File: src/rtl/stage_exec_responder.sv
// rtl/stage_exec_responder.sv - downstream responder for the stageN_exec / stageN_exec_ready handshake
//
// Accepts operands over a 4-phase exec/exec_ready handshake and queues them in a FIFO.
// A fixed-latency execute unit turns each operand into operand+1 and offers it on a valid/ack port.
//
// Ports:
//   clk, rst            rising-edge clock, asynchronous active-low reset
//   exec_in, data_in    upstream request level and operand
//   exec_ready          acknowledge to upstream
//   result_data/valid   executed result, held until result_ack
//   result_ack          consumer takes the result
//   count_accepted      accepted operand count, wraps
//   busy                FIFO non-empty or execute unit active
//   protocol_err        sticky: operand changed while exec_in stayed high
module stage_exec_responder #(
  parameter int DATA_W      = 8,
  parameter int DEPTH       = 4,
  parameter int EXEC_CYCLES = 3
) (
  input  logic              clk,
  input  logic              rst,
  input  logic              exec_in,
  input  logic [DATA_W-1:0] data_in,
  output logic              exec_ready,
  output logic [DATA_W-1:0] result_data,
  output logic              result_valid,
  input  logic              result_ack,
  output logic [15:0]       count_accepted,
  output logic              busy,
  output logic              protocol_err
);

  localparam int PTR_W = $clog2(DEPTH);
  localparam int CNT_W = PTR_W + 1;
  localparam int CYC_W = $clog2(EXEC_CYCLES + 1);
  localparam logic [CYC_W-1:0] CYC_INIT = CYC_W'(EXEC_CYCLES - 1);

  typedef enum logic {H_IDLE, H_WAIT_LOW} h_state_e;
  typedef enum logic [1:0] {E_IDLE, E_RUN, E_DONE} e_state_e;

  h_state_e          h_state_q, h_state_d;
  e_state_e          e_state_q, e_state_d;
  logic              exec_ready_q, exec_ready_d;
  logic [DATA_W-1:0] captured_q, captured_d;
  logic              protocol_err_q, protocol_err_d;
  logic [15:0]       count_accepted_q, count_accepted_d;
  logic [DATA_W-1:0] mem_q [DEPTH];
  logic [DATA_W-1:0] mem_d [DEPTH];
  logic [PTR_W-1:0]  wr_ptr_q, wr_ptr_d;
  logic [PTR_W-1:0]  rd_ptr_q, rd_ptr_d;
  logic [CNT_W-1:0]  occ_q, occ_d;
  logic [CYC_W-1:0]  cnt_q, cnt_d;
  logic [DATA_W-1:0] operand_q, operand_d;
  logic [DATA_W-1:0] result_data_q, result_data_d;
  logic              result_valid_q, result_valid_d;
  logic              busy_q, busy_d;

  logic fifo_full, fifo_empty, push, pop;

  assign fifo_full  = (occ_q == CNT_W'(DEPTH));
  assign fifo_empty = (occ_q == '0);
  // Pop looks only at registered occupancy, so a freshly pushed item waits one edge.
  assign push = (h_state_q == H_IDLE) && exec_in && !fifo_full;
  assign pop  = (e_state_q == E_IDLE) && !fifo_empty;

  always_ff @(posedge clk or negedge rst) begin
    if (!rst) begin
      h_state_q        <= H_IDLE;
      e_state_q        <= E_IDLE;
      exec_ready_q     <= 1'b0;
      captured_q       <= '0;
      protocol_err_q   <= 1'b0;
      count_accepted_q <= '0;
      for (int i = 0; i < DEPTH; i++) mem_q[i] <= '0;
      wr_ptr_q         <= '0;
      rd_ptr_q         <= '0;
      occ_q            <= '0;
      cnt_q            <= '0;
      operand_q        <= '0;
      result_data_q    <= '0;
      result_valid_q   <= 1'b0;
      busy_q           <= 1'b0;
    end else begin
      h_state_q        <= h_state_d;
      e_state_q        <= e_state_d;
      exec_ready_q     <= exec_ready_d;
      captured_q       <= captured_d;
      protocol_err_q   <= protocol_err_d;
      count_accepted_q <= count_accepted_d;
      mem_q            <= mem_d;
      wr_ptr_q         <= wr_ptr_d;
      rd_ptr_q         <= rd_ptr_d;
      occ_q            <= occ_d;
      cnt_q            <= cnt_d;
      operand_q        <= operand_d;
      result_data_q    <= result_data_d;
      result_valid_q   <= result_valid_d;
      busy_q           <= busy_d;
    end
  end

  always_comb begin
    h_state_d = h_state_q;
    case (h_state_q)
      H_IDLE:     if (push) h_state_d = H_WAIT_LOW;
      H_WAIT_LOW: if (!exec_in) h_state_d = H_IDLE;
      default:    h_state_d = H_IDLE;
    endcase
  end

  always_comb begin
    e_state_d = e_state_q;
    case (e_state_q)
      E_IDLE:  if (pop) e_state_d = E_RUN;
      E_RUN:   if (cnt_q == '0) e_state_d = E_DONE;
      E_DONE:  if (result_ack) e_state_d = E_IDLE;
      default: e_state_d = E_IDLE;
    endcase
  end

  always_comb begin
    mem_d            = mem_q;
    wr_ptr_d         = wr_ptr_q;
    rd_ptr_d         = rd_ptr_q;
    captured_d       = captured_q;
    count_accepted_d = count_accepted_q;
    operand_d        = operand_q;
    cnt_d            = cnt_q;
    result_data_d    = result_data_q;
    result_valid_d   = result_valid_q;

    if (push) begin
      mem_d[wr_ptr_q]  = data_in;
      wr_ptr_d         = wr_ptr_q + PTR_W'(1);
      captured_d       = data_in;
      count_accepted_d = count_accepted_q + 16'd1;
    end
    if (pop) begin
      operand_d = mem_q[rd_ptr_q];
      rd_ptr_d  = rd_ptr_q + PTR_W'(1);
      cnt_d     = CYC_INIT;
    end
    occ_d = occ_q + CNT_W'(push) - CNT_W'(pop);

    if (e_state_q == E_RUN) begin
      if (cnt_q == '0) begin
        result_data_d  = operand_q + DATA_W'(1);
        result_valid_d = 1'b1;
      end else begin
        cnt_d = cnt_q - CYC_W'(1);
      end
    end
    if (e_state_q == E_DONE && result_ack) result_valid_d = 1'b0;

    // exec_ready is high exactly while the handshake waits for exec_in to fall.
    exec_ready_d   = (h_state_d == H_WAIT_LOW);
    protocol_err_d = protocol_err_q ||
                     ((h_state_q == H_WAIT_LOW) && exec_in && (data_in != captured_q));
    busy_d         = (occ_d != '0) || (e_state_d != E_IDLE);
  end

  assign exec_ready     = exec_ready_q;
  assign result_data    = result_data_q;
  assign result_valid   = result_valid_q;
  assign count_accepted = count_accepted_q;
  assign busy           = busy_q;
  assign protocol_err   = protocol_err_q;

endmodule

File: config.mk
export PLATFORM = sky130hd
export DESIGN_NAME = stage_exec_responder
export DESIGN_NICKNAME = d
export VERILOG_FILES = /design/src/rtl/stage_exec_responder.sv
export SDC_FILE = /design/constraint.sdc
export NUM_CORES = 1
export LEC_CHECK = 0
export BUFFER_PORTS_ARGS = -buffer_cell sky130_fd_sc_hd__clkbuf_2
export CAP_MARGIN = 40
export CORE_UTILIZATION = 50
export CTS_CLUSTER_SIZE = 16
export DETAILED_ROUTE_END_ITERATION = 8
export GPL_TIMING_DRIVEN = 1
export PLACE_DENSITY = 0.69
export REMOVE_ABC_BUFFERS = 1
export SYNTH_ARGS = -nofsm -noshare
export SYNTH_HDL_FRONTEND = slang
export SYNTH_SLANG_ARGS = --single-unit
File: constraint.sdc
create_clock -name clk -period 3.2 [get_ports clk]
set_input_delay 0.32 -clock clk [delete_from_list [all_inputs] [get_ports clk]]
set_output_delay 0.32 -clock clk [all_outputs]
set_load 0.005 [all_outputs]
-- Word-level counts from Yosys, hierarchy flattened
Index checks and enable logic that the tools add are counted.
- add/sub/neg operators: 7
- $mul: 0
- div/mod/pow operators: 0
- $lt $le $gt $ge: 3
- eq/ne operators: 4
- shift-type cells: 0
- mux-type cells: 19
- bitwise logic cells: 3
- reduce and logical (&&, ||, !) cells: 20
- operator list (operator ; number):
    bitwise mux 32 bit ; 1
    two-way mux 8 bit ; 3
    adder 16 x 1 -> 16 bit (second input constant) ; 1
    binary-select mux 8 bit (select 2 bit) ; 1
    demux 8 bit (select 2 bit) ; 1
    two-way mux 2 bit ; 6
    adder 8 x 1 -> 8 bit (second input constant) ; 1
    != test 8 bit ; 1
    logical AND 1 bit ; 7
    >= comparator 3 bit (second input constant) ; 2
    NOT 2 -> 3 bit ; 2
    one-hot mux 2 bit (3 select lines) ; 1
    nonzero test 2 bit ; 3
    two-way mux 1 bit ; 5
    adder 2 x 1 -> 2 bit (second input constant) ; 2
    logical NOT 2 bit ; 2
    AND reduction 2 bit ; 2
    adder 3 x 1 -> 3 bit ; 1
    equality test 3 bit (second input constant) ; 1
    logical NOT 3 bit ; 1
    < comparator 3 x 1 -> 1 bit (second input constant) ; 1
    nonzero test 3 bit ; 1
    subtractor 3 x 1 -> 3 bit ; 1
    equality test 2 x 1 -> 1 bit (second input constant) ; 1
    6 further kinds ; 8
- register bits after elaboration: 87
- latch bits: 0
- RAM bits: 0
- memory bits (read-only): 0
- bits of input ports: 12
- output and inout port bits: 28
- word-level logic and storage cells: 73
- memories: 0

-- Longest topological paths before layout
Gate-level depths: netlist of the first run.
- depth after elaboration: 7
- depth in mapped cells: 13
- depth with buffers taken out: 11

-- Worst setup path before layout of the first run
OpenSTA, ideal clock, no wires.
- path type: register to register
- start point: register occ_q[0]
- end point: register busy_q (netlist: busy)
- library setup time: 131 ps
- data arrival time: 2847 ps
- required time: 3069 ps
- setup slack: 221 ps
- stages on the path, launching flop included: 14
- period minus slack after synthesis: 2979 ps
- path through: dfrtp_1 > or3b_4 > and2_4 > buf_12 > clkinv_2 > buf_6 > ha_1 > inv_1 > ha_1 > fa_1 > xnor2_1 > xnor2_1 > or3_1 > or3_1
- cells in the longest elaborated chain, start to end: 7
- elaborated cells on any way between the ends: 13
- those cells by class: 2 x add/sub; 1 x eq/ne; 2 x mux; 8 x reduce/logical
- RTL lines (what ; line ; source):
    start: declaration ; 51 ; logic [CNT_W-1:0] occ_q, occ_d;
    start signal: assignment ; 77 ; occ_q <= '0;
    start signal: assignment ; 93 ; occ_q <= occ_d;
    equality test 3 bit ; 60 ; assign fifo_full = (occ_q == CNT_W'(DEPTH));
    logical NOT 1 bit ; 63 ; assign push = (h_state_q == H_IDLE) && exec_in && !fifo_full;
    logical AND 1 bit ; 63 ;
    adder 3 x 1 -> 3 bit ; 143 ; occ_d = occ_q + CNT_W'(push) - CNT_W'(pop);
    subtractor 3 x 1 -> 3 bit * ; 143 ;
    net occ_d[2] ; 51 ;
    nonzero test 3 bit * ; 159 ; busy_d = (occ_d != '0) || (e_state_d != E_IDLE);
    logical OR 1 bit * ; 159 ;
    net busy_d ; 56 ; logic busy_q, busy_d;
    end signal: assignment ; 98 ; busy_q <= busy_d;
    end: declaration ; 56 ;
The timed path passes the listed nets; every way through them passes the cells marked *.
A chain may end at the register's enable or synchronous reset.

-- Final worst setup path of the first run
Same ends and word-level chain as after synthesis.

==> reports/metrics.yaml, run 1 <==
outcome: "completed"
die_h_um: 91.96
critical-path-slowest-cell: "or3b_4"
antenna_found_initial: 0
max-vdd-ir-drop_mv: 0.5473
cap_violations: 0
ctsRootBufferMaster: "clkbuf_8"
crit_chain: "or3b_4 -> and2_4 -> inv_4 -> ha_1 -> inv_1 -> ha_1 -> fa_1 -> xnor2_1 -> xnor2_1 -> or3_1 -> or3_1"
clock.fmax_mhz: 338.4
n_antenna_cell: 0
layout_setup_ws_ns: 0.2446
cp_num_buf_inv: 2
firstDrtPassIters: 4
path_delay_family: "simple AND/OR/NAND/NOR gates"
grtUsageTotal_pct: 18.83
maxSlewViolCount: 0
cts_tree: "done"
vias: 2345
cts_htree_levels: 3
timing.max_slew.rel_slack_pct: 60.85
crit_path_end_kind: "flop"
yosysTopAreaCell: "dfrtp_1"
fin_crit_sh_pct: 92.36
cts_buffer_depth: 2
fp.dieW_um: 91.96
cts_made_buffers: 9
area_delta_synth_final_pct: 13.85
coreArea_mm2: 0.007767
startpoint_type: "flop"
drive_above_1_share_pct: 31.75
dieArea_mm2: 0.008457
p_leak_nw: 2.231
synth_area_per_cell_um2: 13.05
cts_num_sinks: 87
final_antenna_net_count: 0
power_density_mw_per_mm2: 984.4
clk_pin_slew_ns: 0.08
layout_min_cycle_time_ns: 2.955
core.rowCount: 32
synth_most_common_cell: "dfrtp_1"
layout.nets: 376
crit_path_max_fanout: 12
reg2reg_slack_ns: 0.24
critPathRequiredTime_ns: 3.43
overflow: 0
tightest_slew_ns: 0.5872
first_iter_violations: 111
rsz0062_at_grt: "no"
stdcell_count: 461
synth_area_mm2: 0.004046
synthArstFlopShare_pct: 100.0
start_util_pct: 52.09
dp_cells: 445
setup_viol: 0
grt_pass1_vias: 2451
drt-total-wl_um: 6895
final_area_mm2: 0.004607
clock_latency_ns: 0.36
crit_path_max_incr_delay_ns: 0.44
detail_route.wl_per_cell_um: 14.96
yosys.area.top_type_share_pct: 53.80
synth-edff-count: 0
dp_hpwl_um: 4828
skew_ns: 0.01044
vias_per_cell: 5.087
synth_cell_types: 34
hold_viol: 0
synth-seq-cells: 87
grt_max_degree: 58
path_class: "flop to flop"
place_area_mm2: 0.004352
fin_hold_ws_ns: 0.2329
portBuffers: 39
synth_commonest_cells: "dfrtp_1 (87), nand2_1 (48), mux2_4 (32)"
worst_ep_arrival_time_ns: 3.19
ios: 40
synth_area_leaders: "dfrtp_1 (54%), mux2_4 (12%), mux4_2 (4.5%)"
routabilityCongestion: 0.7487
tns_ns: 0
holdCritPathClass: "input pin to flop"
synthCells: 310
drcViolationCount: 0
yosysSeqAreaShare_pct: 53.80
place_ws_ns: 0.2012
synth-main-ff-cell: "dfrtp_1"
grt_first_pass_wirelength_um: 12230
ys_warn_count: 0
worst reg2reg max path, cell delays in order, from the launching register on:
cell,delay (ns)
dfrtp_1,0.42
or3b_4,0.44
and2_4,0.19
inv_4,0.13
ha_1,0.15
inv_1,0.04
ha_1,0.18
fa_1,0.39
xnor2_1,0.15
xnor2_1,0.13
or3_1,0.32
or3_1,0.31
layer usage:
layer	vias up	wire (um)	track usage, %
li1	1136	-	-
met1	1160	3380	26.61
met2	42	3224	28.86
met3	7	227	5.556
met4	0	62	4.297
met5	-	0	0
layout by cell type, fill, tap and decap left out, drive strengths merged, types with 4 or more instances in the layout:
cell / Yosys / final
buf: 5 / 4
clkbuf: 4 / 48
dfrtp: 87 / 87
ha: 8 / 8
inv: 9 / 10
mux2: 40 / 40
mux4: 8 / 8
nand2: 52 / 52
nand2b: 4 / 4
nand3: 7 / 7
nor2: 11 / 11
nor3: 6 / 6
nor4: 4 / 4
o21ai: 13 / 13
xnor2: 17 / 17
xor2: 17 / 17
cell type report:
class	count	area (um^2)
clock buffer	10	137.6
clock inverter	5	106.4
fill	640	3161
inverter	10	40.04
multi-input combinational	204	1768
sequential	87	2177
tap	102	127.6
timing repair buffer	43	250.2
per-stage QoR:
| step | total power [mW] | utilization, % |
|---|---|---|
| floorplan | 3.199 | - |
| global placement | 3.570 | 55.67 |
| detailed placement | 3.660 | 56.02 |
| CTS | 4.594 | 59.29 |
| global route | 4.868 | 59.31 |
| finish | 4.535 | 59.31 |
logic make-up (layout without fill, tap and decap cells):
family	count (synthesis)	after routing	share of synthesized area, %
AND/OR/NAND/NOR	98	98	12.86
XOR/XNOR	34	34	7.359
AO/OA/AOI/OAI	15	15	1.948
buffers and inverters	19	68	2.504
flip-flops	87	87	53.80
adder cells (fa/ha/maj)	9	9	2.969
multiplexers	48	48	18.55
repair_timing:
item                                    4_1_cts  5_1_grt
hold buffers                                  1        0
resized for setup                             0        1
endpoints found under the setup margin        0        1
endpoints found under the hold margin        30        0
setup buffers                                 0        0
worst paths after layout:
kind / endpoint / from / depth (start not counted)
setup / recovery: busy / occ_q[0] / 11
hold / removal: exec_ready / exec_in / 3
setup reg to reg: busy / occ_q[0] / 11
hold reg to reg: result_data[2] / result_data[2] / 2
max in group asynchronous: mem_q[25] / rst / 3
min in group asynchronous: count_accepted[15] / rst / 2
sequential cells by signal, summed over array words and instances, names as in the netlist, 2 cells and up:
name / cells
occ_q: 3
mem_q: 32
rd_ptr_q: 2
wr_ptr_q: 2
result_data: 8
captured_q: 8
cnt_q: 2
e_state_q: 2
count_accepted: 16
operand_q: 8
report_power, final:
group / leakage [nW] / internal (mW) / total, mW / switching, mW
Combinational: 1.06 / 0.978 / 1.66 / 0.684
Sequential: 1.06 / 1.58 / 1.96 / 0.382
Clock: 0.119 / 0.537 / 0.915 / 0.378
Total: 2.23 / 3.09 / 4.54 / 1.44
No activity file was read; power rests on OpenSTA's default activity.
==> inputs of run 2 (changes only) <==
--- a/config.mk
+++ b/config.mk
@@ -7,11 +7,11 @@
 export LEC_CHECK = 0
 export BUFFER_PORTS_ARGS = -buffer_cell sky130_fd_sc_hd__clkbuf_2
 export CAP_MARGIN = 40
-export CORE_UTILIZATION = 50
+export CORE_UTILIZATION = 48
 export CTS_CLUSTER_SIZE = 16
 export DETAILED_ROUTE_END_ITERATION = 8
 export GPL_TIMING_DRIVEN = 1
-export PLACE_DENSITY = 0.69
+export PLACE_DENSITY = 0.67
 export REMOVE_ABC_BUFFERS = 1
 export SYNTH_ARGS = -nofsm -noshare
 export SYNTH_HDL_FRONTEND = slang
==> reports/metrics.yaml, run 2 (synthesis gave the netlist of run 1 again) <==
outcome: "completed"
stdcell_count: 465  # +0.87%
setup_viol: 0  # unchanged
drt-total-wl_um: 7151  # +3.7%
grtUsageTotal_pct: 18.32  # -0.51 points
drive_above_1_share_pct: 31.94  # +0.19 points
cts_buffer_depth: 2  # unchanged
critPathRequiredTime_ns: 3.43  # about the same
hold_viol: 0  # unchanged
drcViolationCount: 0  # unchanged
worst_ep_arrival_time_ns: 3.18  # about the same
crit_path_max_fanout: 12  # unchanged
cap_violations: 0  # unchanged
cts_tree: "done"
largest-register: "mem_q"
largest_register_ffs: 32  # unchanged
max-vdd-ir-drop_mv: 0.4774  # -13%
layout.nets: 376  # unchanged
p_leak_nw: 2.216  # -0.66%
clock.fmax_mhz: 339.3  # +0.28%
core.rowCount: 33  # +3.1%
first_iter_violations: 85  # -23%
crit_path_max_incr_delay_ns: 0.42  # -0.02 ns
n_antenna_cell: 0  # unchanged
holdCritPathClass: "input pin to flop"
startpoint_type: "flop"
ctsRootBufferMaster: "clkbuf_8"
routabilityCongestion: 0.6987  # -6.7%
clock_latency_ns: 0.36  # about the same
firstDrtPassIters: 4  # unchanged
cts_num_sinks: 87  # unchanged
grt_first_pass_wirelength_um: 12070  # -1.3%
skew_ns: 0.01437  # +0.003936 ns
grt_max_degree: 64  # +10%
critical-path-slowest-cell: "dfrtp_1"
final_antenna_net_count: 0  # unchanged
postCtsHoldBufs: 1  # unchanged
fin_hold_ws_ns: 0.2505  # +0.01757 ns
layout_common_cells: "dfrtp_1 (87), nand2_1 (48), clkbuf_2 (38)"
reg2reg_slack_ns: 0.25  # about the same
portBuffers: 39  # unchanged
maxSlewViolCount: 0  # unchanged
dp_hpwl_um: 4980  # +3.1%
post-cts-setup-buffer-count: 0  # unchanged
dieArea_mm2: 0.008801  # +4.1%
coreArea_mm2: 0.008175  # +5.3%
detail_route.wl_per_cell_um: 15.38  # +2.8%
crit_chain: "or3b_4 -> and2_4 -> clkinv_2 -> ha_1 -> inv_1 -> ha_1 -> fa_1 -> xnor2_1 -> xnor2_1 -> or3_1 -> or3_1"
tns_ns: 0  # unchanged
overflow: 0  # unchanged
area_delta_synth_final_pct: 12.89
start_util_pct: 49.49  # -2.6 points
fin_crit_sh_pct: 92.10  # -0.26 points
final_common_cell: "dfrtp_1"
vias: 2343  # -0.085%
tightest_slew_ns: 0.6116  # +0.02440 ns
fp.dieW_um: 93.82  # +2.0%
die_h_um: 93.82  # +2.0%
antenna_found_initial: 0  # unchanged
rsz0062_at_grt: "no"
grt_pass1_vias: 2344  # -4.4%
vias_per_cell: 5.039  # -0.94%
power_density_mw_per_mm2: 965.1  # -2.0%
clk_pin_slew_ns: 0.09  # about the same
cts_made_buffers: 9  # unchanged
cts_resized: 0  # unchanged
dp_cells: 448  # +0.67%
timing.max_slew.rel_slack_pct: 59.22  # -1.6 points
layout_min_cycle_time_ns: 2.947  # -0.008256 ns
cts_htree_levels: 3  # unchanged
nFillCells: 712  # +11%
ios: 40  # unchanged
crit_path_end_kind: "flop"
path_class: "flop to flop"
## run 2: changes by cell type in the layout (fill, tap and decap cells not counted), sizes merged
cell	delta
inv	+2
bufinv	-2
clkinv	+3
clkinvlp	-1
clkbuf	-1
## run 2: stage by stage
stage | utilization [%] | total power, mW | instance area, um^2 | setup WS, ns
final | 55.88 | 4.409 | 4568 | 0.2528
after global routing | 55.88 | 4.755 | 4568 | 0.1052
after CTS | 55.88 | 4.463 | 4568 | 0.2358
after detailed placement | 53.28 | 3.665 | 4355 | 0.2548
after global placement | 52.94 | 3.595 | 4328 | 0.3104
after floorplan | - | 3.199 | 3984 | 0.1208
## run 2: area by class of cell
class                           count  area [um^2]  area share, %
Clock buffer                        9        123.9          2.712
Clock inverter                      7        78.83          1.726
Inverter                           10        38.79         0.8491
Multi-Input combinational cell    204         1768          38.70
Sequential cell                    87         2177          47.66
Tap cell                          105        131.4          2.876
Timing Repair Buffer               43        250.2          5.478
## run 2: per-layer routing
layer  part of all wire, %  vias up  wire length, um  global-route usage, %
li1                      -     1139                -                      -
met1                    49     1160             3485                  26.16
met2                    48       40             3404                  27.92
met3                   3.0        4              215                  5.097
met4                  0.64        0               46                  3.846
met5                     0        -                0                      0
## run 2: power breakdown
group | switching (mW) | internal (mW) | total (mW) | leakage (nW)
clock network | 0.408 | 0.370 | 0.778 | 0.105
logic | 0.687 | 0.975 | 1.66 | 1.05
registers | 0.392 | 1.58 | 1.97 | 1.06
## run 2: worst paths after layout
path,cells after the start,startpoint,endpoint
min reg2reg,1,count_accepted[15],count_accepted[15]
max reg2reg,11,occ_q[2],busy
min,3,exec_in,exec_ready
max in group asynchronous,3,rst,occ_q[0]
min in group asynchronous,2,rst,mem_q[10]
max,11,occ_q[2],busy
## run 2: critical path, delay by kind of cell (launching register included)
kind | cells | cell delay, ns
AND/OR/NAND/NOR | 4 | 1.04
flip-flops | 1 | 0.42
buffers and inverters | 2 | 0.20
adder cells (fa/ha/maj) | 3 | 0.89
XOR/XNOR | 2 | 0.28
